$ cat config.mk
export PLATFORM = sky130hd
export DESIGN_NAME = control_sequencer
export DESIGN_NICKNAME = d
export VERILOG_FILES = /design/src/rtl/control_sequencer.sv
export SDC_FILE = /design/constraint.sdc
export NUM_CORES = 1
export LEC_CHECK = 0
export CAP_MARGIN = 25
export CELL_PAD_IN_SITES_DETAIL_PLACEMENT = 0
export CELL_PAD_IN_SITES_GLOBAL_PLACEMENT = 1
export CORE_MARGIN = 2
export CORE_UTILIZATION = 43
export CTS_CLUSTER_DIAMETER = 30
export DETAILED_ROUTE_END_ITERATION = 8
export DONT_BUFFER_PORTS = 1
export PLACE_DENSITY = 0.71
export SKIP_CTS_REPAIR_TIMING = 1
export SKIP_LAST_GASP = 1
export SYNTH_ARGS = -nofsm -noshare
export SYNTH_HDL_FRONTEND = slang
export SYNTH_SLANG_ARGS = --single-unit
$ cat constraint.sdc
create_clock -name clk -period 1.8 [get_ports clk]
set_input_delay 0.27 -clock clk [delete_from_list [all_inputs] [get_ports clk]]
set_output_delay 0.27 -clock clk [all_outputs]
set_load 0.005 [all_outputs]
$ cat src/rtl/control_sequencer.sv
// -----------------------------------------------------------------------------
// control_sequencer
//   Next-state sequencer for the control-signal decoder. It steps the
//   fetch/decode/execute sequence 0..8 from the IR type bits, the
//   condition-test result and memory-operation-complete. A bounded moc wait
//   produces a bus error, an unsupported IR type produces an illegal-op pulse,
//   and a counter tracks retired instructions. Control strobes are decoded
//   downstream from o_state; this block only owns the state.
//
//   Optional feature macro: CU_SINGLE_STEP_EN
//     defined   : DECODE (state 4) holds until i_step_req=1, then decodes the
//                 ir_type/cond_true present on that cycle.
//     undefined : i_step_req is unused; DECODE always advances in one cycle.
//
// Ports
//   clk            in   1        rising-edge clock
//   rst_n          in   1        asynchronous active-low reset
//   i_ir_type      in   3        IR[27:25], sampled in DECODE only
//   i_cond_true    in   1        condition tester result, sampled in DECODE only
//   i_moc          in   1        memory op complete, sampled in IR_LOAD only
//   i_step_req     in   1        single-step request (CU_SINGLE_STEP_EN only)
//   o_state        out  STATE_W  registered current state (0..8)
//   o_illegal_op   out  1        one-cycle pulse: unsupported ir_type decoded
//   o_bus_err      out  1        one-cycle pulse: moc timeout in IR_LOAD
//   o_instr_count  out  CNT_W    retired-instruction count, wraps
// -----------------------------------------------------------------------------
module control_sequencer #(
  parameter int STATE_W     = 7,
  parameter int MOC_TIMEOUT = 15,
  parameter int TO_W        = 4,
  parameter int CNT_W       = 16
) (
  input  logic               clk,
  input  logic               rst_n,
  input  logic [2:0]         i_ir_type,
  input  logic               i_cond_true,
  input  logic               i_moc,
  input  logic               i_step_req,
  output logic [STATE_W-1:0] o_state,
  output logic               o_illegal_op,
  output logic               o_bus_err,
  output logic [CNT_W-1:0]   o_instr_count
);

  typedef enum logic [STATE_W-1:0] {
    S_RESET     = STATE_W'(0),
    S_FETCH_MAR = STATE_W'(1),
    S_PC_INC    = STATE_W'(2),
    S_IR_LOAD   = STATE_W'(3),
    S_DECODE    = STATE_W'(4),
    S_EXEC0     = STATE_W'(5),
    S_EXEC1     = STATE_W'(6),
    S_EXEC2     = STATE_W'(7),
    S_EXEC3     = STATE_W'(8)
  } state_t;

  state_t           r_state;
  logic [TO_W-1:0]  r_wait_cnt;
  logic             r_illegal_op;
  logic             r_bus_err;
  logic [CNT_W-1:0] r_instr_count;

  // Wait counter has already absorbed MOC_TIMEOUT idle cycles, so this is
  // the last cycle on which moc can still rescue the read.
  logic w_timeout_hit;
  assign w_timeout_hit = (r_wait_cnt == TO_W'(MOC_TIMEOUT));

  // DECODE may proceed this cycle.
  logic w_decode_go;
`ifdef CU_SINGLE_STEP_EN
  assign w_decode_go = i_step_req;
`else
  logic w_unused_step;
  assign w_decode_go   = 1'b1;
  assign w_unused_step = i_step_req;
`endif

  always_ff @(posedge clk or negedge rst_n) begin
    if (!rst_n) begin
      r_state       <= S_RESET;
      r_wait_cnt    <= '0;
      r_illegal_op  <= 1'b0;
      r_bus_err     <= 1'b0;
      r_instr_count <= '0;
    end else begin
      // Pulses are high only in the cycle after the event that caused them.
      r_illegal_op <= 1'b0;
      r_bus_err    <= 1'b0;
      case (r_state)
        S_RESET:     r_state <= S_FETCH_MAR;
        S_FETCH_MAR: r_state <= S_PC_INC;
        S_PC_INC: begin
          r_state    <= S_IR_LOAD;
          r_wait_cnt <= '0;
        end
        S_IR_LOAD: begin
          if (i_moc) begin
            // moc on the timeout cycle still wins over the bus error
            r_state    <= S_DECODE;
            r_wait_cnt <= '0;
          end else if (w_timeout_hit) begin
            r_state    <= S_RESET;
            r_bus_err  <= 1'b1;
            r_wait_cnt <= '0;
          end else begin
            r_wait_cnt <= r_wait_cnt + TO_W'(1);
          end
        end
        S_DECODE: begin
          if (w_decode_go) begin
            if (!i_cond_true) begin
              r_state <= S_FETCH_MAR;
            end else begin
              case (i_ir_type)
                3'b000:  r_state <= S_EXEC0;
                3'b001:  r_state <= S_EXEC1;
                3'b010:  r_state <= S_EXEC2;
                3'b011:  r_state <= S_EXEC3;
                default: begin
                  r_state      <= S_FETCH_MAR;
                  r_illegal_op <= 1'b1;
                end
              endcase
            end
          end
        end
        S_EXEC0, S_EXEC1, S_EXEC2, S_EXEC3: begin
          r_state       <= S_FETCH_MAR;
          r_instr_count <= r_instr_count + CNT_W'(1);
        end
        // Any corrupted encoding recovers through RESET silently.
        default: begin
          r_state    <= S_RESET;
          r_wait_cnt <= '0;
        end
      endcase
    end
  end

  assign o_state       = r_state;
  assign o_illegal_op  = r_illegal_op;
  assign o_bus_err     = r_bus_err;
  assign o_instr_count = r_instr_count;

endmodule
==> key figures, run 1 <==
Clock tree
  – Clock Sink Count: 26
  – Clock Tree Buf Depth: 2
  – Root buf cell: clkbuf_4
  – CTS buffer count: 3
  – Clock Latency Late Sink: 0.33 ns
  – H-Tree Depth: 1
  – CTS tree: built
  – Reg clk slew, reported paths: 0.14 ns

GRT
  – GR Layer Usage met1: 21.3%
  – Global routing's busiest layer: met2
  – Met3 usage: 4.59%
  – First-pass GRT wire length: 4.35 mm
  – Met2 Track Usage GR: 25.1%
  – Vias in the first global route: 988
  – Largest net degree at the start of global routing: 27
  – Total grt overflow: 0
  – Total GRT Usage: 16.2%
  – Initial antenna violation count: 0

Min path
  – Hold EP: o_illegal_op
  – Worst Hold Class: primary input to register
  – Hold path cells: 1
  – Hold Path Origin: i_ir_type[2]

Routing
  – Vias/cell: 5.63
  – 1st-iter DRT viols: 11
  – Post-route ant nets: 0
  – DRT Pass-1 Iters: 2
  – Wire per inst: 15.5 µm
  – DR vias: 929
  – Final wirelength: 2.56 mm
  – Post-route DRC: 0

Yosys
  – Top_reg_cell synth: dfrtp_1
  – Syn Area/Cell: 11.1 µm²
  – Simple-Gate Fraction of Synth Area: 26.0%
  – Post-synthesis compound-gate area fraction: 7.71%
  – Adder-Cell Fraction of Synth Area: 1.88%
  – Post-synthesis xor/xnor area fraction: 11.2%
  – Ys async rst share: 100%
  – Seq/Total Area, Yosys: 48.9%
  – Seq cells post-synth: 26
  – Yosys cell types: 39
  – Syn. warnings: 0
  – Number of synthesized flops with an enable pin: 0
  – Main combinational cell family by area after synthesis: simple AND/OR/NAND/NOR gates
  – Mux cell area share after synthesis: 0%
  – Syn Inst Count: 120
  – Cell Area, Synth: 1330 µm²

Worst setup path
  – CP required: 2.06 ns
  – Worst setup EP type: register
  – FF-to-FF path depth: 5
  – Worst setup path start: o_state[0]
  – R2R Path End: o_instr_count[9]
  – R2R Setup Slk: 0.05 ns
  – CP Class: register to register
  – Worst-path fanout max: 6
  – Reg2reg start: o_state[0]
  – Arr. time, crit path: 2.01 ns
  – Crit start category: register

STA
  – Fmax: 0.572 GHz
  – Worst clock skew: 0.00307 ns
  – Final Slew Violations: 0
  – Minimum clock period: 1.75 ns
  – Hold Violations, Final: 0
  – RSZ-0062 raised after global routing: true
  – Tcrit/Tclk final: 97.1%
  – Setup violators final: 0

Floorplan
  – Boundary pin count: 33
  – Die height: 59.6 µm
  – Chip width: 59.6 µm
  – Core Area: 3000 µm²
  – Starting Density: 44.3%
  – Die area: 3550 µm²
  – Std cell rows: 20

Finish
  – Most frequent cells in the layout: dfrtp_1 (26), nand2_1 (13), xor2_1 (9), buf_4 (9), xnor2_1 (8)
  – Area Growth Syn to Fin: 13.5%
  – Post-route cell area: 1510 µm²
  – Final net count: 143
  – Layout Cells excl Fill: 165
  – Share of cells above drive strength 1: 17.4%
  – Fillers: 283
  – Commonest non-fill, non-tap cell in the layout: dfrtp_1
  – Diodes inserted: 0

Pwr
  – VDD IR max: 0.441 mV
  – Static leakage: 0.721 nW
  – Pwr Density: 1080 nW/µm²

Placed design
  – Hpwl dp: 1.86 mm
  – Port Buffers: 0
  – Placed insts: 158
  – Post-DP Area: 1420 µm²
  – Gp weighted congestion: 0.741

Outcome
  – Outcome: completed

Job
  – Maxcap violations: 0
==> worst max-delay path, cell delays in order (launching register included) <==
cell     delay (ns)
dfrtp_1        0.41
or4b_4         0.54
o21a_4         0.16
buf_4          0.18
nor4b_4        0.22
xor2_1         0.17
==> power by group <==
part | total [mW] | leakage [nW] | internal [mW] | switching, mW
Clock | 0.304 | 0.0210 | 0.124 | 0.180
Combinational | 0.546 | 0.349 | 0.242 | 0.304
Sequential | 0.784 | 0.351 | 0.680 | 0.104
==> per-stage QoR <==
stage / utilization, % / total power, mW / setup TNS, ns / setup slack [ns] / hold WS, ns
6_report: 50.2 / 1.63 / 0 / 0.0516 / 0.0563
5_1_grt: 50.2 / 1.76 / -0.00433 / -0.00433 / 0.0409
4_1_cts: 48.6 / 1.61 / -0.0127 / -0.0127 / -0.399
3_5_place_dp: 47.4 / 1.31 / 0 / 0.0188 / -0.0251
3_3_place_gp: 47.4 / 1.29 / 0 / 0.0514 / -0.0251
2_1_floorplan: - / 1.17 / -0.0141 / -0.00706 / -0.0256
==> worst max-delay path by stage <==
stage,to,cells past startpoint,slack (ns)
after floorplan,o_instr_count[8],6,-0.007
after global placement,o_instr_count[9],5,0.05
after detailed placement,o_instr_count[9],5,0.02
after CTS,o_instr_count[9],5,-0.01
after global routing,o_instr_count[9],5,-0.004
final,o_instr_count[9],5,0.05
==> cell families (layout without fill, tap and decap cells) <==
family	count (synthesis)	count (layout)
compound gates	14	14
buf+inv	7	17
flops	26	26
simple gates	53	53
xor+xnor	17	17
other cells	1	3
fa+ha+maj	2	2
==> metal layers <==
metal | part of all wire, % | routed length, µm
met1 | 48 | 1230
met2 | 46 | 1170
met3 | 5.0 | 128
met4 | 1.3 | 33
met5 | 0 | 0
==> flip-flops by register name, summed over array words and instances, names as in the netlist <==
name           count
o_state            4
o_instr_count     16
r_wait_cnt         4
o_illegal_op       1
o_bus_err          1
==> area by class of cell <==
| class | instances | area [µm²] | area share, % |
|---|---|---|---|
| Multi-Input combinational cell | 89 | 669 | 44.4 |
| Sequential cell | 26 | 651 | 43.1 |
| Timing Repair Buffer | 12 | 108 | 7.13 |
| Tap cell | 33 | 41.3 | 2.74 |
| Clock buffer | 4 | 36.3 | 2.40 |
| Inverter | 1 | 3.75 | 0.249 |
==> cells in the mapped netlist, types with 2 or more instances <==
master    instances  area share [%]
a21oi_1           2            0.75
and2_1            3             1.4
and3_1            2            0.94
buf_4             3             1.7
buf_6             2             1.7
dfrtp_1          26              49
ha_1              2             1.9
nand2_1          13             3.7
nand3_1           5             1.9
nand3b_1          3             1.7
nand4_1           6             2.8
nor2_1            2            0.56
nor3_1            4             1.5
nor4_2            4             3.8
o21a_1            2             1.1
o21ai_0           3             1.1
xnor2_1           8             5.3
xor2_1            9             5.9
No activity file was read; power rests on OpenSTA's default activity.
==> inputs of run 2 (changes only) <==
==> config.mk (replaced) <==
export PLATFORM = sky130hd
export DESIGN_NAME = control_sequencer
export DESIGN_NICKNAME = d
export VERILOG_FILES = /design/src/rtl/control_sequencer.sv
export SDC_FILE = /design/constraint.sdc
export NUM_CORES = 1
export LEC_CHECK = 0
export CAP_MARGIN = 25
export CORE_MARGIN = 2
export CORE_UTILIZATION = 55
export CTS_CLUSTER_DIAMETER = 30
export DETAILED_ROUTE_END_ITERATION = 8
export DONT_BUFFER_PORTS = 1
export PLACE_DENSITY = 0.7
export SKIP_CTS_REPAIR_TIMING = 1
export SKIP_LAST_GASP = 1
export SYNTH_ARGS = -nofsm -noshare
export SYNTH_HDL_FRONTEND = slang
export SYNTH_SLANG_ARGS = --single-unit
export TNS_END_PERCENT = 5
==> run 2 against run 1 <==
  * Via count grew 1.7%
  * Setup slack lost 0.0093 ns
  * Clock-buffer cell count shrank 1
  * Design area grew 2.2%
  * Sequential power is essentially flat
  * Total power grew 7.8%
  * Routed wire length shrank 4.4%
  * First-iteration DRC count grew 36%
==> key figures, run 2 (synthesized netlist as in run 1, its figures left out) <==
Worst setup path
  – CP Class: register to register
  – Worst-path fanout max: 7
  – Crit start category: register
  – Reg2reg start: o_state[2]
  – FF-to-FF path depth: 5
  – Arr. time, crit path: 2.01 ns
  – CP required: 2.05 ns
  – Worst setup EP type: register
  – R2R Path End: o_instr_count[12]
  – R2R Setup Slk: 0.04 ns

Routing
  – 1st-iter DRT viols: 15
  – WL met1: 1.12 mm
  – Wire per inst: 15.3 µm
  – DRT Pass-1 Iters: 4
  – Top Metal Used: met4
  – Metal3 WL: 137 µm
  – Post-route ant nets: 0
  – Met2 Wirelength: 1.17 mm
  – Final wirelength: 2.44 mm
  – DR vias: 945
  – Post-route DRC: 0
  – Vias/cell: 5.91

Floorplan
  – Die height: 53.2 µm
  – Starting Density: 59.0%
  – Die area: 2830 µm²
  – Boundary pin count: 33
  – Chip width: 53.2 µm
  – Std cell rows: 17
  – Core Area: 2250 µm²

STA
  – Fmax: 0.569 GHz
  – Worst clock skew: 0.0166 ns
  – RSZ-0062 raised after global routing: true
  – Setup violators final: 0
  – Hold Violations, Final: 0
  – Final Slew Violations: 0
  – Tcrit/Tclk final: 97.6%
  – Minimum clock period: 1.76 ns

Finish
  – Max reg flops: 16
  – Most frequent cells in the layout: dfrtp_1 (26), nand2_1 (13), xor2_1 (9), xnor2_1 (8), buf_4 (7)
  – Diodes inserted: 0
  – Post-route cell area: 1540 µm²
  – Fin util: 68.4%
  – Share of cells above drive strength 1: 16.7%
  – Commonest non-fill, non-tap cell in the layout: dfrtp_1
  – Area Growth Syn to Fin: 15.9%
  – Final net count: 143

Clock tree
  – Root buf cell: clkbuf_4
  – Clock Sink Count: 26
  – Clock Tree Buf Depth: 2
  – H-Tree Depth: 1
  – CTS buffer count: 3
  – Clock Latency Late Sink: 0.33 ns
  – Reg clk slew, reported paths: 0.15 ns
  – CTS tree: built

GRT
  – Initial antenna violation count: 0
  – First-pass GRT wire length: 4.06 mm
  – Largest net degree at the start of global routing: 27
  – Total grt overflow: 0
  – Total GRT Usage: 20.0%
  – Vias in the first global route: 891

Placed design
  – Post-DP Area: 1430 µm²
  – Port Buffers: 0
  – Gp weighted congestion: 0.820
  – Hpwl dp: 1.76 mm

Pwr
  – Pwr Density: 1140 nW/µm²
  – VDD IR max: 0.645 mV
  – Static leakage: 0.751 nW

Min path
  – Hold path cells: 1
  – Worst Hold Class: primary input to register
  – Hold EP: o_illegal_op
  – Hold Path Origin: i_ir_type[2]

Job
  – Maxcap violations: 0

Outcome
  – Outcome: completed
run 2: through the flow:
stage	setup slack (ns)	TNS, ns	hold WS (ns)	power [mW]	instances
3_5_place_dp	0.0615	0	-0.0251	1.33	153
5_1_grt	-0.0542	-0.110	0.0327	1.88	160
2_1_floorplan	-0.00854	-0.0327	-0.0256	1.17	122
4_1_cts	-0.0254	-0.0254	-0.405	1.74	157
3_3_place_gp	0.0711	0	-0.0251	1.31	153
6_report	0.0423	0	0.0591	1.76	160
run 2: worst max-delay path by stage:
stage                          start                 to  slack (ns)  cells after the start
after global routing      o_state[2]   o_instr_count[8]       -0.05                      5
after global placement    o_state[0]   o_instr_count[8]        0.07                      5
after floorplan           o_state[0]  o_instr_count[12]      -0.009                      6
after detailed placement  o_state[0]  o_instr_count[14]        0.06                      5
after CTS                 o_state[0]  o_instr_count[10]       -0.03                      5
final                     o_state[2]  o_instr_count[12]        0.04                      5
run 2: report_power, final:
| part | leakage (nW) | switching (mW) | internal, mW |
|---|---|---|---|
| clock | 0.0279 | 0.178 | 0.225 |
| combinational | 0.371 | 0.310 | 0.263 |
| sequential | 0.351 | 0.105 | 0.680 |
| total | 0.751 | 0.593 | 1.17 |
run 2: metal layers:
layer  track usage, %  vias up
li1                 -      452
met1             28.3      468
met2             30.0       23
met3             4.24        2
met4             7.69        0
met5                0        -
run 2: layout make-up:
cell class	instances	area (µm²)
Tap cell	28	35.0
Sequential cell	26	651
Clock inverter	1	30.0
Multi-Input combinational cell	89	676
Fill cell	174	713
Timing Repair Buffer	12	124
Inverter	1	3.75
Clock buffer	3	22.5
run 2: critical path, cell delays in order, from the launching register on:
cell     delay (ns)
dfrtp_1        0.42
or4b_4         0.54
o21a_4         0.15
buf_12         0.14
nor4_4         0.27
xor2_1         0.16
==> inputs of run 3 (changes only) <==
--- a/config.mk
+++ b/config.mk
@@ -6,7 +6,6 @@
 export NUM_CORES = 1
 export LEC_CHECK = 0
 export CAP_MARGIN = 25
-export CORE_MARGIN = 2
 export CORE_UTILIZATION = 55
 export CTS_CLUSTER_DIAMETER = 30
 export DETAILED_ROUTE_END_ITERATION = 8
==> run 3 against run 2 <==
  * Register-to-register slack lost 0.03 ns
  * Sequential power grew 0.8%
  * Clock power shrank 40%
==> key figures, run 3 (synthesized netlist as in run 1, its figures left out) <==
Worst setup path
  – Crit start category: register
  – Worst setup path start: o_state[0]
  – CP required: 2.04 ns
  – Arr. time, crit path: 2.02 ns
  – CP Class: register to register
  – Worst-path fanout max: 7
  – Worst setup EP type: register
  – R2R Setup Slk: 0.01 ns
  – Reg2reg start: o_state[0]
  – Critical Path End: o_instr_count[10]
  – FF-to-FF path depth: 5
  – R2R Path End: o_instr_count[10]

Routing
  – Post-route ant nets: 0
  – DR vias: 973
  – Vias/cell: 6.08
  – 1st-iter DRT viols: 16
  – WL met1: 1.17 mm
  – Wire per inst: 16.3 µm
  – Metal3 WL: 131 µm
  – Top Metal Used: met4
  – Post-route DRC: 0
  – DRT Pass-1 Iters: 4
  – Final wirelength: 2.60 mm
  – Met2 Wirelength: 1.27 mm

Outcome
  – Outcome: completed

GRT
  – Total GRT Usage: 22.7%
  – Largest net degree at the start of global routing: 27
  – Initial antenna violation count: 0
  – Vias in the first global route: 1036
  – Total grt overflow: 0
  – First-pass GRT wire length: 4.44 mm

STA
  – Final Slew Violations: 0
  – Worst clock skew: 0.00879 ns
  – Min setup slack post-route: 0.0149 ns
  – Fmax: 0.560 GHz
  – Hold Violations, Final: 0
  – RSZ-0062 raised after global routing: true
  – Minimum clock period: 1.79 ns
  – Tcrit/Tclk final: 99.2%
  – Hold_ws: 0.0678 ns
  – Setup violators final: 0

Clock tree
  – Clock Tree Buf Depth: 2
  – H-Tree Depth: 1
  – Reg clk slew, reported paths: 0.14 ns
  – Clock Sink Count: 26
  – Root buf cell: clkbuf_4
  – Clock Latency Late Sink: 0.31 ns
  – CTS buffer count: 3
  – CTS tree: built

Pwr
  – Sequential Power Share: 49.8%
  – Pwr Density: 1060 nW/µm²
  – Total power: 1.59 mW
  – Clock share of power: 15.1%
  – Sw frac: 36.8%
  – Comb pwr share: 35.1%
  – VDD IR max: 0.852 mV
  – Static leakage: 0.733 nW
  – Internal power: 1.00 mW
  – NetSw: 585 µW

Finish
  – Fillers: 170
  – Commonest non-fill, non-tap cell in the layout: dfrtp_1
  – Diodes inserted: 0
  – Post-route cell area: 1500 µm²
  – Share of cells above drive strength 1: 15.9%
  – Most frequent cells in the layout: dfrtp_1 (26), nand2_1 (13), xor2_1 (9), buf_4 (9), xnor2_1 (8)
  – Area Growth Syn to Fin: 12.7%
  – Max reg flops: 16
  – Final net count: 144

Floorplan
  – Die height: 51.2 µm
  – Boundary pin count: 33
  – Starting Density: 59.0%
  – Std cell rows: 17
  – Core Area: 2250 µm²
  – Chip width: 51.2 µm
  – Die area: 2620 µm²

Placed design
  – Hpwl dp: 1.93 mm
  – Gp weighted congestion: 0.863
  – Port Buffers: 0
  – Place WS: -0.0165 ns
  – Post-DP Area: 1420 µm²

Min path
  – Worst Hold Class: primary input to register

Job
  – Maxcap violations: 0
run 3: cell types whose count changed in the layout (fill, tap and decap cells not counted), sizes merged:
cell / change
bufinv: -1
buf: +1
run 3: worst max-delay path: stages, from the launching register on:
cell and delay (ns):
dfrtp_1 0.41, or4b_4 0.54, o21a_1 0.16, buf_6 0.16, nor4_4 0.28, xor2_1 0.18
run 3: worst min-delay path by stage:
stage,startpoint,endpoint,slack (ns),depth (start not counted)
floorplan,rst_n,o_bus_err,-0.03,0
global placement,rst_n,o_instr_count[12],-0.03,0
detailed placement,rst_n,o_instr_count[12],-0.03,0
CTS,rst_n,o_instr_count[14],-0.38,0
global route,i_ir_type[2],o_illegal_op,0.06,1
finish,i_ir_type[2],o_illegal_op,0.07,1
run 3: layout make-up:
class	count	area, µm²	area share (%)
multi-input combinational	89	668	44.6
inverter	1	3.75	0.250
tap	28	35.0	2.34
clock buffer	3	22.5	1.50
sequential	26	651	43.4
timing repair buffer	13	119	7.93
run 3: power by group through the flow:
| stage | registers, mW | logic, mW | clock network (mW) |
|---|---|---|---|
| 2_1_floorplan | 0.786 | 0.384 | 0 |
| 3_3_place_gp | 0.792 | 0.502 | 0 |
| 3_5_place_dp | 0.803 | 0.527 | 0 |
| 4_1_cts | 0.792 | 0.530 | 0.251 |
| 5_1_grt | 0.811 | 0.621 | 0.265 |
| 6_report | 0.791 | 0.558 | 0.240 |
run 3: metal layers:
layer	up-vias	track usage (%)
met5	-	0
met4	0	6.94
met3	4	4.17
met2	33	39.0
met1	478	28.6
li1	458	-
run 3: per-stage QoR:
| stage | instances | TNS [ns] | util, % |
|---|---|---|---|
| floorplan | 122 | -0.0327 | - |
| global placement | 154 | 0 | 63.2 |
| detailed placement | 154 | -0.0165 | 63.2 |
| CTS | 157 | -0.0664 | 64.2 |
| global route | 160 | -0.213 | 66.5 |
| finish | 160 | 0 | 66.5 |
